[config.mk]
export PLATFORM = sky130hd
export DESIGN_NAME = parity_gen_check
export DESIGN_NICKNAME = d
export VERILOG_FILES = /design/src/rtl/parity_gen_check.sv
export SDC_FILE = /design/constraint.sdc
export NUM_CORES = 1
export LEC_CHECK = 0
export ABC_AREA = 1
export BUFFER_PORTS_ARGS = -buffer_cell sky130_fd_sc_hd__buf_4
export CAP_MARGIN = 0
export CORE_MARGIN = 5
export CORE_UTILIZATION = 50
export DETAILED_ROUTE_END_ITERATION = 8
export HOLD_SLACK_MARGIN = 0.06
export PLACE_DENSITY = 0.77
export SETUP_SLACK_MARGIN = 0.02
export SKIP_CTS_REPAIR_TIMING = 1
export SLEW_MARGIN = 25
export SYNTH_ARGS = -nofsm -noshare
export SYNTH_HDL_FRONTEND = slang
export SYNTH_SLANG_ARGS = --single-unit
[constraint.sdc]
create_clock -name clk -period 1.6 [get_ports clk]
set_input_delay 0.32 -clock clk [delete_from_list [all_inputs] [get_ports clk]]
set_output_delay 0.32 -clock clk [all_outputs]
set_load 0.02 [all_outputs]
[src/rtl/parity_gen_check.sv]
// Streaming parity generator/checker: one registered stage on a valid/ready link,
// per-word parity with even/odd sense, saturating error count and per-frame parity.
module parity_gen_check #(
  parameter int DATA_W = 8,
  parameter int CNT_W  = 8
) (
  input  logic              clk,
  input  logic              rst,
  input  logic              odd,
  input  logic              in_valid,
  output logic              in_ready,
  input  logic [DATA_W-1:0] in_data,
  input  logic              in_par,
  input  logic              in_last,
  input  logic              err_clr,
  output logic              out_valid,
  input  logic              out_ready,
  output logic [DATA_W-1:0] out_data,
  output logic              out_par,
  output logic              out_err,
  output logic              out_last,
  output logic              out_frame_par,
  output logic [CNT_W-1:0]  err_cnt
);

  localparam logic [CNT_W-1:0] CNT_MAX = {CNT_W{1'b1}};

  logic accept;
  logic data_red;
  logic par;
  logic err;
  logic acc;

  assign in_ready = !rst & (!out_valid | out_ready);

  always_comb begin
    data_red = ^in_data;
    par      = data_red ^ odd;
    err      = (in_par != par);
    accept   = in_valid & in_ready;
  end

  always_ff @(posedge clk) begin
    if (rst) begin
      out_valid     <= 1'b0;
      out_data      <= '0;
      out_par       <= 1'b0;
      out_err       <= 1'b0;
      out_last      <= 1'b0;
      out_frame_par <= 1'b0;
      acc           <= 1'b0;
    end else if (accept) begin
      out_valid <= 1'b1;
      out_data  <= in_data;
      out_par   <= par;
      out_err   <= err;
      out_last  <= in_last;
      // frame parity uses the sense sampled on the closing beat
      if (in_last) begin
        out_frame_par <= acc ^ data_red ^ odd;
        acc           <= 1'b0;
      end else begin
        out_frame_par <= 1'b0;
        acc           <= acc ^ data_red;
      end
    end else if (out_ready) begin
      out_valid <= 1'b0;
    end
  end

  // clear wins over a same-cycle error so software sees a clean zero
  always_ff @(posedge clk) begin
    if (rst) begin
      err_cnt <= '0;
    end else if (err_clr) begin
      err_cnt <= '0;
    end else if (accept && err && (err_cnt != CNT_MAX)) begin
      err_cnt <= err_cnt + {{(CNT_W-1){1'b0}}, 1'b1};
    end
  end

endmodule
==> results of run 1 <==
## metrics by stage
stage | hold slack [ns] | cell area, um^2 | setup slack [ns] | setup TNS (ns)
detailed placement | 0.4585 | 1602 | -0.04667 | -0.1841
global route | 0.2263 | 1670 | 0.02435 | 0
CTS | 0.2175 | 1638 | 0.02177 | 0
global placement | 0.4543 | 1602 | -0.005843 | -0.009557
floorplan | 0.3891 | 1261 | 0.06369 | 0
finish | 0.2344 | 1670 | 0.1778 | 0
## cell usage in the layout (no fill, tap or decap), types with 2 or more instances in the layout
cell type,count
dfxtp_2,2
nand4_1,4
nand2_1,69
clkbuf_4,3
o21ai_0,2
nand3_2,4
inv_1,28
buf_4,44
nand3_1,6
xor2_1,4
nand2_4,3
nor2_1,22
nand2_2,5
xnor2_1,2
dfxtp_1,20
a21oi_1,14
## state kept, by name, indices dropped and copies added, names as in the netlist
| name | flops |
|---|---|
| out_last | 1 |
| out_data | 8 |
| out_par | 1 |
| err_cnt | 8 |
| out_err | 1 |
| out_valid | 1 |
| out_frame_par | 1 |
| acc | 1 |
## layer usage
metal / track usage, % / up-vias / part of all wire [%]
met3: 4.536 / 2 / 7.0
met5: 0 / - / 0
li1: - / 694 / -
met1: 23.32 / 543 / 49
met4: 3.481 / 0 / 0.82
met2: 25.62 / 32 / 43
## worst register-to-register path, cell delays in order, from the launching register on
cell and delay, ns:
dfxtp_2 0.36, ha_2 0.18, nand2_1 0.06, inv_1 0.08, nand3_2 0.09, nor2_2 0.10, nand2_2 0.10, nand2_2 0.11
inv_1 0.06, nand3_1 0.07, nand2_1 0.05, nand2_1 0.05, nor2_1 0.03
## worst paths after layout
check | slack [ns] | endpoint | from | depth (start not counted)
worst max-delay path | 0.18 | err_cnt[3] | err_cnt[0] | 12
worst min-delay path | 0.23 | out_valid | in_valid | 3
worst max register to register | 0.18 | err_cnt[3] | err_cnt[0] | 12
worst min register to register | 0.48 | out_data[3] | out_data[3] | 2
## area by class of cell
cell class	instances	share of cell area, %
clock buffer	4	2.172
inverter	29	6.517
multi-input combinational	143	42.77
sequential	22	26.52
tap	30	2.247
timing repair buffer	44	19.78
## logic make-up after synthesis
logic type	count (synthesis)	synth area share, %
compound gates	19	8.060
fa+ha+maj	1	0.9949
xor+xnor	6	4.179
buf+inv	33	10.25
simple gates	117	41.49
flops	22	35.02
## power by group through the flow
stage	sequential [uW]	clock (uW)	combinational, uW
global placement	596	0	296
floorplan	622	0	161
CTS	585	326	300
detailed placement	596	0	299
finish	585	310	301
global route	588	347	334
==> impl_metrics.yaml, run 1 <==
power_and_ir_drop:
  intPower_uw: 833.6
  max-vdd-ir-drop_mv: 0.7535
  switching_power_uw: 362.0
  power_frac_comb_pct: 25.2
  post-layout-total-power_uw: 1196
  switching_share_pct: 30.28
  clock_power_share_pct: 25.9
  power-per-cell-area_nw_per_um2: 715.8
  static-leakage-power_uw: 0.0008701
  seq_power_share_pct: 48.9
sta:
  final.min_clock_period_ns: 1.422
  max_freq_ghz: 0.7032
  tightestPinTransition_ns: 0.3930
  final_worst_path_cycle_share_pct: 88.89
  clock_skews_ns: 0.006040
  grt_setup_unrepaired: "false"
  finalSetupViolations: 0
  final-hold-violation-count: 0
  drv_slew: 0
  rel_slew_slack_pct: 73.70
grt:
  grt_overflow: 0
  grt_pass1_vias: 1134
  grt_pass1_wl_mm: 4.671
  overall_fraction_of_global_route_tracks_in_use_pct: 16.71
  grt_max_degree: 16
  grt_antenna_before_repair: 0
floorplan:
  die_width_um: 60.15
  dieHeight_um: 60.15
  initial_utilization_pct: 51.70
  placement_rows: 18
  boundary_pins: 38
  dieArea_um2: 3618
  placeableCoreArea_um2: 2432
job:
  max_cap_viol_count: 0
clocking:
  cts-htree-levels: 1
  cts_tree: "built"
  cts_root_buffer: "clkbuf_4"
  clkSinkCount: 22
  clock_latency_ns: 0.31
  max-clock-path-buffers: 2
  cts-buffers-inserted: 3
  clkTransAtPathRegs_ns: 0.13
drt:
  route.detailed.wl_per_inst_um: 10.36
  detail_route.iter0.violations: 35
  post_drt_via_cell_ratio: 4.673
  route.detailed.drc: 0
  routed_wl_mm: 2.817
  detailedRoute.firstPassIterationCount: 4
  ant_nets: 0
  via_count: 1271
critical_path:
  worst-endpoint-arrival_ns: 1.64
  cp.buffers_inverters: 2
  critPathMaxFanout: 4
  cp_slowest_cell: "dfxtp_2"
  timing.critical_path.mode_cell: "nand2_1"
  worst-endpoint-required_ns: 1.82
  worst_path_largest_cell_delay_ns: 0.36
  end_kind: "flip-flop"
  timing.setup.critical_path_class: "reg2reg"
  cp_top_family: "simple AND/OR/NAND/NOR gates"
  worstPathCellList: "ha_2, nand2_1, inv_1, nand3_2, nor2_2, nand2_2, nand2_2, inv_1, nand3_1, nand2_1, nand2_1, nor2_1"
  timing.critical_path.from_type: "flip-flop"
synth:
  ys.warnings.count: 0
  yosys.cell_count.top_type: "nand2_1"
  ys_seq_elements: 22
  netlist_instances: 198
  synth.cell_area_um2: 1257
  netlist.top_cell.by_area: "dfxtp_1"
  synthDistinctLibCells: 22
  synth-edff-count: 0
  synth_seq_area_share_pct: 35.02
  synth_top_area_cells: "dfxtp_1, nand2_1, inv_1, nor2_1, a21oi_1"
  yosysTopAreaCellShare_pct: 35.02
  synthesis.nets: 215
  yosys_most_used_dff: "dfxtp_1"
  synth_commonest_cells: "nand2_1, inv_1, nor2_1, dfxtp_1, a21oi_1"
  synth_async_sr_flop_share_pct: 0
  synth.avg_cell_area_um2: 6.351
placed_design:
  placed_cells: 267
  gp_congestion: 0.8281
  port-buffer-count: 37
  place_hpwl_mm: 2.149
final_layout:
  antennaDiodeCount: 0
  final_cells: 272
  post-route-util_pct: 68.67
  num-fill-cells: 225
  drive_gt1_share_pct: 28.51
  multi_input_area_um2: 714.4
  area.sequential_um2: 442.9
  final_net_count: 260
  area_growth_syn_to_layout_pct: 32.84
outcome:
  status: "finished, final reports clean"
worst_hold_path:
  min_path_type: "in2reg"
(Power assumes the default switching activity.)
==> run 2: changes to the inputs <==
--- a/config.mk
+++ b/config.mk
@@ -8,11 +8,13 @@
 export ABC_AREA = 1
 export BUFFER_PORTS_ARGS = -buffer_cell sky130_fd_sc_hd__buf_4
 export CAP_MARGIN = 0
+export CORE_ASPECT_RATIO = 0.6
 export CORE_MARGIN = 5
 export CORE_UTILIZATION = 50
 export DETAILED_ROUTE_END_ITERATION = 8
 export HOLD_SLACK_MARGIN = 0.06
 export PLACE_DENSITY = 0.77
+export RECOVER_POWER = 50
 export SETUP_SLACK_MARGIN = 0.02
 export SKIP_CTS_REPAIR_TIMING = 1
 export SLEW_MARGIN = 25
==> run 2 against run 1 <==
Count of clock-buffer cells in the layout is 1 lower; core utilization is 3.4 points lower; die area increased by 0.90%; worst hold slack better by 0.045 ns; clock power is 11% higher; flip-flop and latch count unchanged; critical path depth unchanged; first-iteration DRC count increased by 80%; register-to-register slack lost 0.02 ns; total power increased by 1.3%; critical path type unchanged.
==> impl_metrics.yaml, run 2 (synthesized netlist as in run 1, its figures left out) <==
outcome:
  status: "finished, final reports clean"
placed_design:
  port-buffer-count: 37
  gp_congestion: 0.8592
  place_hpwl_mm: 2.206
  place_ws_ns: -0.07836
drt:
  detailedRoute.firstPassIterationCount: 4
  via_count: 1251
  route.detailed.wl_per_inst_um: 10.33
  detail_route.iter0.violations: 63
  route.detailed.drc: 0
  ant_nets: 0
  post_drt_via_cell_ratio: 4.599
  routed_wl_mm: 2.809
power_and_ir_drop:
  power-per-cell-area_nw_per_um2: 756.5
  static-leakage-power_uw: 0.0007791
  max-vdd-ir-drop_mv: 0.5083
  post-layout-total-power_uw: 1211
sta:
  finalSetupViolations: 0
  drv_slew: 0
  layout_setup_ws_ns: 0.1613
  tightestPinTransition_ns: 0.4247
  max_freq_ghz: 0.6951
  final-hold-violation-count: 0
  grt_setup_unrepaired: "false"
  final_worst_path_cycle_share_pct: 89.92
  rel_slew_slack_pct: 71.58
  final.min_clock_period_ns: 1.439
  hold_slack_ns: 0.2797
  clock_skews_ns: 0.001443
critical_path:
  reg2regPathDepth: 12
  worst_r2r_startpoint: "err_cnt[0]"
  critPathMaxFanout: 4
  cp_top_family: "simple AND/OR/NAND/NOR gates"
  timing.critical_path.from_type: "flip-flop"
  setup.worst_path.end: "err_cnt[5]"
  critical_path.startpoint: "err_cnt[0]"
  worst-endpoint-arrival_ns: 1.60
  cp_slowest_cell: "dfxtp_2"
  worst_path_largest_cell_delay_ns: 0.37
  timing.critical_path.mode_cell: "nand2_1"
  end_kind: "flip-flop"
  ff2ff_setup_slack_ns: 0.16
  timing.setup.critical_path_class: "reg2reg"
  critical_path.reg2reg.endpoint: "err_cnt[5]"
  critical_path_cell_count: 12
  cp.buffers_inverters: 1
  worst-endpoint-required_ns: 1.76
  worstPathCellList: "ha_4, nand2_1, inv_1, nand3_1, nor2_1, nand2_2, nand2_2, nor2_2, nand3_1, nand2_1, nand2_1, nor2_1"
floorplan:
  die_width_um: 74.74
  placement_rows: 14
  initial_utilization_pct: 51.28
  placeableCoreArea_um2: 2452
  dieHeight_um: 48.85
  boundary_pins: 38
  dieArea_um2: 3651
final_layout:
  area_growth_syn_to_layout_pct: 27.26
  post-route-util_pct: 65.26
  area.sequential_um2: 442.9
  drive_gt1_share_pct: 19.58
  antennaDiodeCount: 0
  num-fill-cells: 243
  final_common_cell: "nand2_1"
  reg.largest.list: "err_cnt x8, out_data x8"
  final_net_count: 259
  multi_input_area_um2: 711.9
  layout_common_cells: "nand2_1, inv_1, buf_4, nor2_1, dfxtp_1"
grt:
  grt_overflow: 0
  overall_fraction_of_global_route_tracks_in_use_pct: 16.76
  grt_antenna_before_repair: 0
  grt_max_degree: 16
  grt_pass1_wl_mm: 4.705
  grt_pass1_vias: 1059
clocking:
  clkTransAtPathRegs_ns: 0.08
  max-clock-path-buffers: 2
  cts_tree: "built"
  cts-htree-levels: 1
  cts-buffers-inserted: 3
  clock_latency_ns: 0.26
  cts_root_buffer: "clkbuf_8"
  clkSinkCount: 22
worst_hold_path:
  min_path_type: "in2reg"
job:
  max_cap_viol_count: 0
[run 2: cell count changes in the layout (fill, tap and decap cells not counted), moves of 2 or more]
cell / delta
clkbuf_8: +2
clkbuf_4: -3
clkbuf_1: +19
buf_4: -20
[run 2: worst min-delay path by stage]
| stage | start | end | slack (ns) | cells past startpoint |
|---|---|---|---|---|
| global route | in_valid | out_valid | 0.29 | 3 |
| CTS | in_valid | out_valid | 0.27 | 3 |
| floorplan | rst | out_data[0] | 0.39 | 1 |
| detailed placement | out_data[7] | out_data[7] | 0.46 | 2 |
| finish | in_valid | out_valid | 0.28 | 3 |
| global placement | out_data[7] | out_data[7] | 0.46 | 2 |
[run 2: worst min-delay path, stage by stage]
cell     delay, ns
buf_4         0.08
a21oi_1       0.03
nor2_1        0.08
[run 2: layer usage]
metal / track usage, % / part of all wire, %
met1: 25.34 / 51
met2: 20.99 / 37
met4: 4.438 / 1.2
met5: 0 / 0
met3: 7.407 / 10
[run 2: where the power goes]
group	internal (uW)	total (uW)	switching (uW)
sequential	570	584	13.8
clock	168	345	177
combinational	105	282	176
total	844	1210	367
[run 2: cell type report]
class / count / area share [%]
Inverter: 29 / 7.037
Tap cell: 32 / 2.502
Clock buffer: 3 / 2.580
Timing Repair Buffer: 43 / 15.72
Sequential cell: 22 / 27.68
Multi-Input combinational cell: 143 / 44.49
[run 2: per-stage QoR]
step | instance area, um^2 | setup TNS, ns | instances
final | 1600 | 0 | 272
after CTS | 1638 | 0 | 271
after global placement | 1597 | -0.1520 | 268
after global routing | 1600 | 0 | 272
after detailed placement | 1597 | -0.4094 | 268
after floorplan | 1261 | 0 | 198
==> run 3: changes to the inputs <==
==> constraint.sdc (replaced) <==
create_clock -name clk -period 1.6 [get_ports clk]
set_input_delay 0.16 -clock clk [delete_from_list [all_inputs] [get_ports clk]]
set_output_delay 0.16 -clock clk [all_outputs]
set_load 0.02 [all_outputs]
==> run 3 against run 2 <==
Sequential power is essentially flat; die area is the same; fmax shrank 1.3%; non-clock buffer count shrank 4; critical path depth is the same; register-to-register slack lost 0.02 ns; critical path type unchanged; clock power grew 17%; worst hold slack lost 0.17 ns; flip-flop and latch count is the same; clock skew grew 0.0019 ns; largest cell class unchanged.
==> impl_metrics.yaml, run 3 (synthesized netlist as in run 1, its figures left out) <==
critical_path:
  critPathMaxFanout: 4
  worst_path_largest_cell_delay_ns: 0.37
  end_kind: "flip-flop"
  reg2regPathDepth: 12
  worst_r2r_startpoint: "err_cnt[0]"
  worstPathCellList: "ha_4, nand2_1, inv_1, nand3_1, nor2_1, nand2_2, nand2_1, nor2_1, nand3_1, nand2_1, nand2_1, nor2_1"
  cp_slowest_cell: "dfxtp_2"
  timing.critical_path.mode_cell: "nand2_1"
  worst-endpoint-arrival_ns: 1.62
  timing.setup.critical_path_class: "reg2reg"
  worst-endpoint-required_ns: 1.77
  timing.critical_path.from_type: "flip-flop"
  critical_path.startpoint: "err_cnt[0]"
final_layout:
  final_cells: 269
  post-route-util_pct: 64.95
  area_growth_syn_to_layout_pct: 26.67
  num-fill-cells: 259
  post-route-cell-area_um2: 1593
  antennaDiodeCount: 0
  drive_gt1_share_pct: 18.14
  reg.largest.list: "err_cnt x8, out_data x8"
  final_common_cell: "nand2_1"
  layout_common_cells: "nand2_1, inv_1, nor2_1, dfxtp_1"
  final_net_count: 255
grt:
  grt_antenna_before_repair: 0
  grt_overflow: 0
  grt_max_degree: 21
  grt_pass1_wl_mm: 4.767
  grt_pass1_vias: 1119
  overall_fraction_of_global_route_tracks_in_use_pct: 16.55
sta:
  tightestPinTransition_ns: 0.4277
  final-hold-violation-count: 0
  finalSetupViolations: 0
  fin_tns_setup_ns: 0
  max_freq_ghz: 0.6858
  clock_skews_ns: 0.003334
  final.min_clock_period_ns: 1.458
  final_worst_path_cycle_share_pct: 91.13
  drv_slew: 0
  rel_slew_slack_pct: 71.38
  layout_setup_ws_ns: 0.1419
floorplan:
  die_width_um: 74.74
  dieHeight_um: 48.85
  dieArea_um2: 3651
  placeableCoreArea_um2: 2452
  placement_rows: 14
  initial_utilization_pct: 51.28
  boundary_pins: 38
job:
  max_cap_viol_count: 0
placed_design:
  placed_area_um2: 1587
  gp_congestion: 0.8053
  port-buffer-count: 37
  place_ws_ns: 0.08579
  place_hpwl_mm: 2.147
  placed_cells: 265
drt:
  via_count: 1262
  routed_wl_mm: 2.777
  detailedRoute.firstPassIterationCount: 4
  detail_route.iter0.violations: 69
  route.detailed.wl_per_inst_um: 10.32
  post_drt_via_cell_ratio: 4.691
  route.detailed.drc: 0
  ant_nets: 0
clocking:
  cts_root_buffer: "clkbuf_8"
  clkSinkCount: 22
  cts-buffers-inserted: 3
  max-clock-path-buffers: 2
  cts_tree: "built"
  clkTransAtPathRegs_ns: 0.08
  cts-htree-levels: 1
  clock_latency_ns: 0.26
power_and_ir_drop:
  max-vdd-ir-drop_mv: 0.5396
  static-leakage-power_uw: 0.0007770
  power-per-cell-area_nw_per_um2: 794.8
worst_hold_path:
  min_path_type: "in2reg"
  worstHoldStart: "in_valid"
  min_delay_path_depth: 3
outcome:
  status: "finished, final reports clean"
[run 3: cell count changes in the layout (fill, tap and decap cells not counted)]
| cell | previous run | this run |
|---|---|---|
| buf_12 | 0 | 1 |
| buf_4 | 24 | 19 |
| clkbuf_8 | 3 | 4 |
| clkinvlp_4 | 1 | 0 |
| inv_1 | 27 | 28 |
[run 3: cell type report]
cell class | count | area (um^2) | area share [%]
Multi-Input combinational cell | 143 | 711.9 | 44.70
Timing Repair Buffer | 39 | 234.0 | 14.69
Clock buffer | 4 | 55.05 | 3.456
Inverter | 29 | 108.9 | 6.834
Sequential cell | 22 | 442.9 | 27.81
Tap cell | 32 | 40.04 | 2.514
[run 3: worst max-delay path, delay by kind of cell, from the launching register on]
family,cells,cell delay [ns]
DFF,1,0.37
adders and majority gates,1,0.15
buffers and inverters,1,0.07
and+or+nand+nor,10,0.77
[run 3: path summary, 6_finish.rpt]
kind	slack, ns	to
worst max-delay path	0.14	err_cnt[4]
worst min-delay path	0.11	out_valid
worst max register to register	0.14	err_cnt[4]
worst min register to register	0.47	out_data[2]
[run 3: metal layers]
| layer | share of wire [%] | GRT usage (%) | vias up | wire [um] |
|---|---|---|---|---|
| met5 | 0 | 0 | - | 0 |
| met4 | 0.86 | 4.438 | 0 | 24 |
| met3 | 7.8 | 5.144 | 4 | 216 |
| met2 | 39 | 23.03 | 36 | 1089 |
| met1 | 52 | 24.31 | 538 | 1447 |
| li1 | - | - | 684 | - |
[run 3: power by group]
| group | total, uW | switching, uW | internal [uW] | leakage [uW] |
|---|---|---|---|---|
| logic | 281 | 176 | 105 | 0.000568 |
| clock network | 402 | 182 | 220 | 0.0000288 |
| registers | 584 | 13.4 | 570 | 0.000180 |
| total | 1270 | 371 | 894 | 0.000777 |
[run 3: per-stage QoR]
step | power (uW) | hold WS [ns]
5_1_grt | 1342 | 0.1361
3_3_place_gp | 889.8 | 0.3834
4_1_cts | 1300 | 0.1047
2_1_floorplan | 782.9 | 0.2291
6_report | 1266 | 0.1069
3_5_place_dp | 892.5 | 0.3868
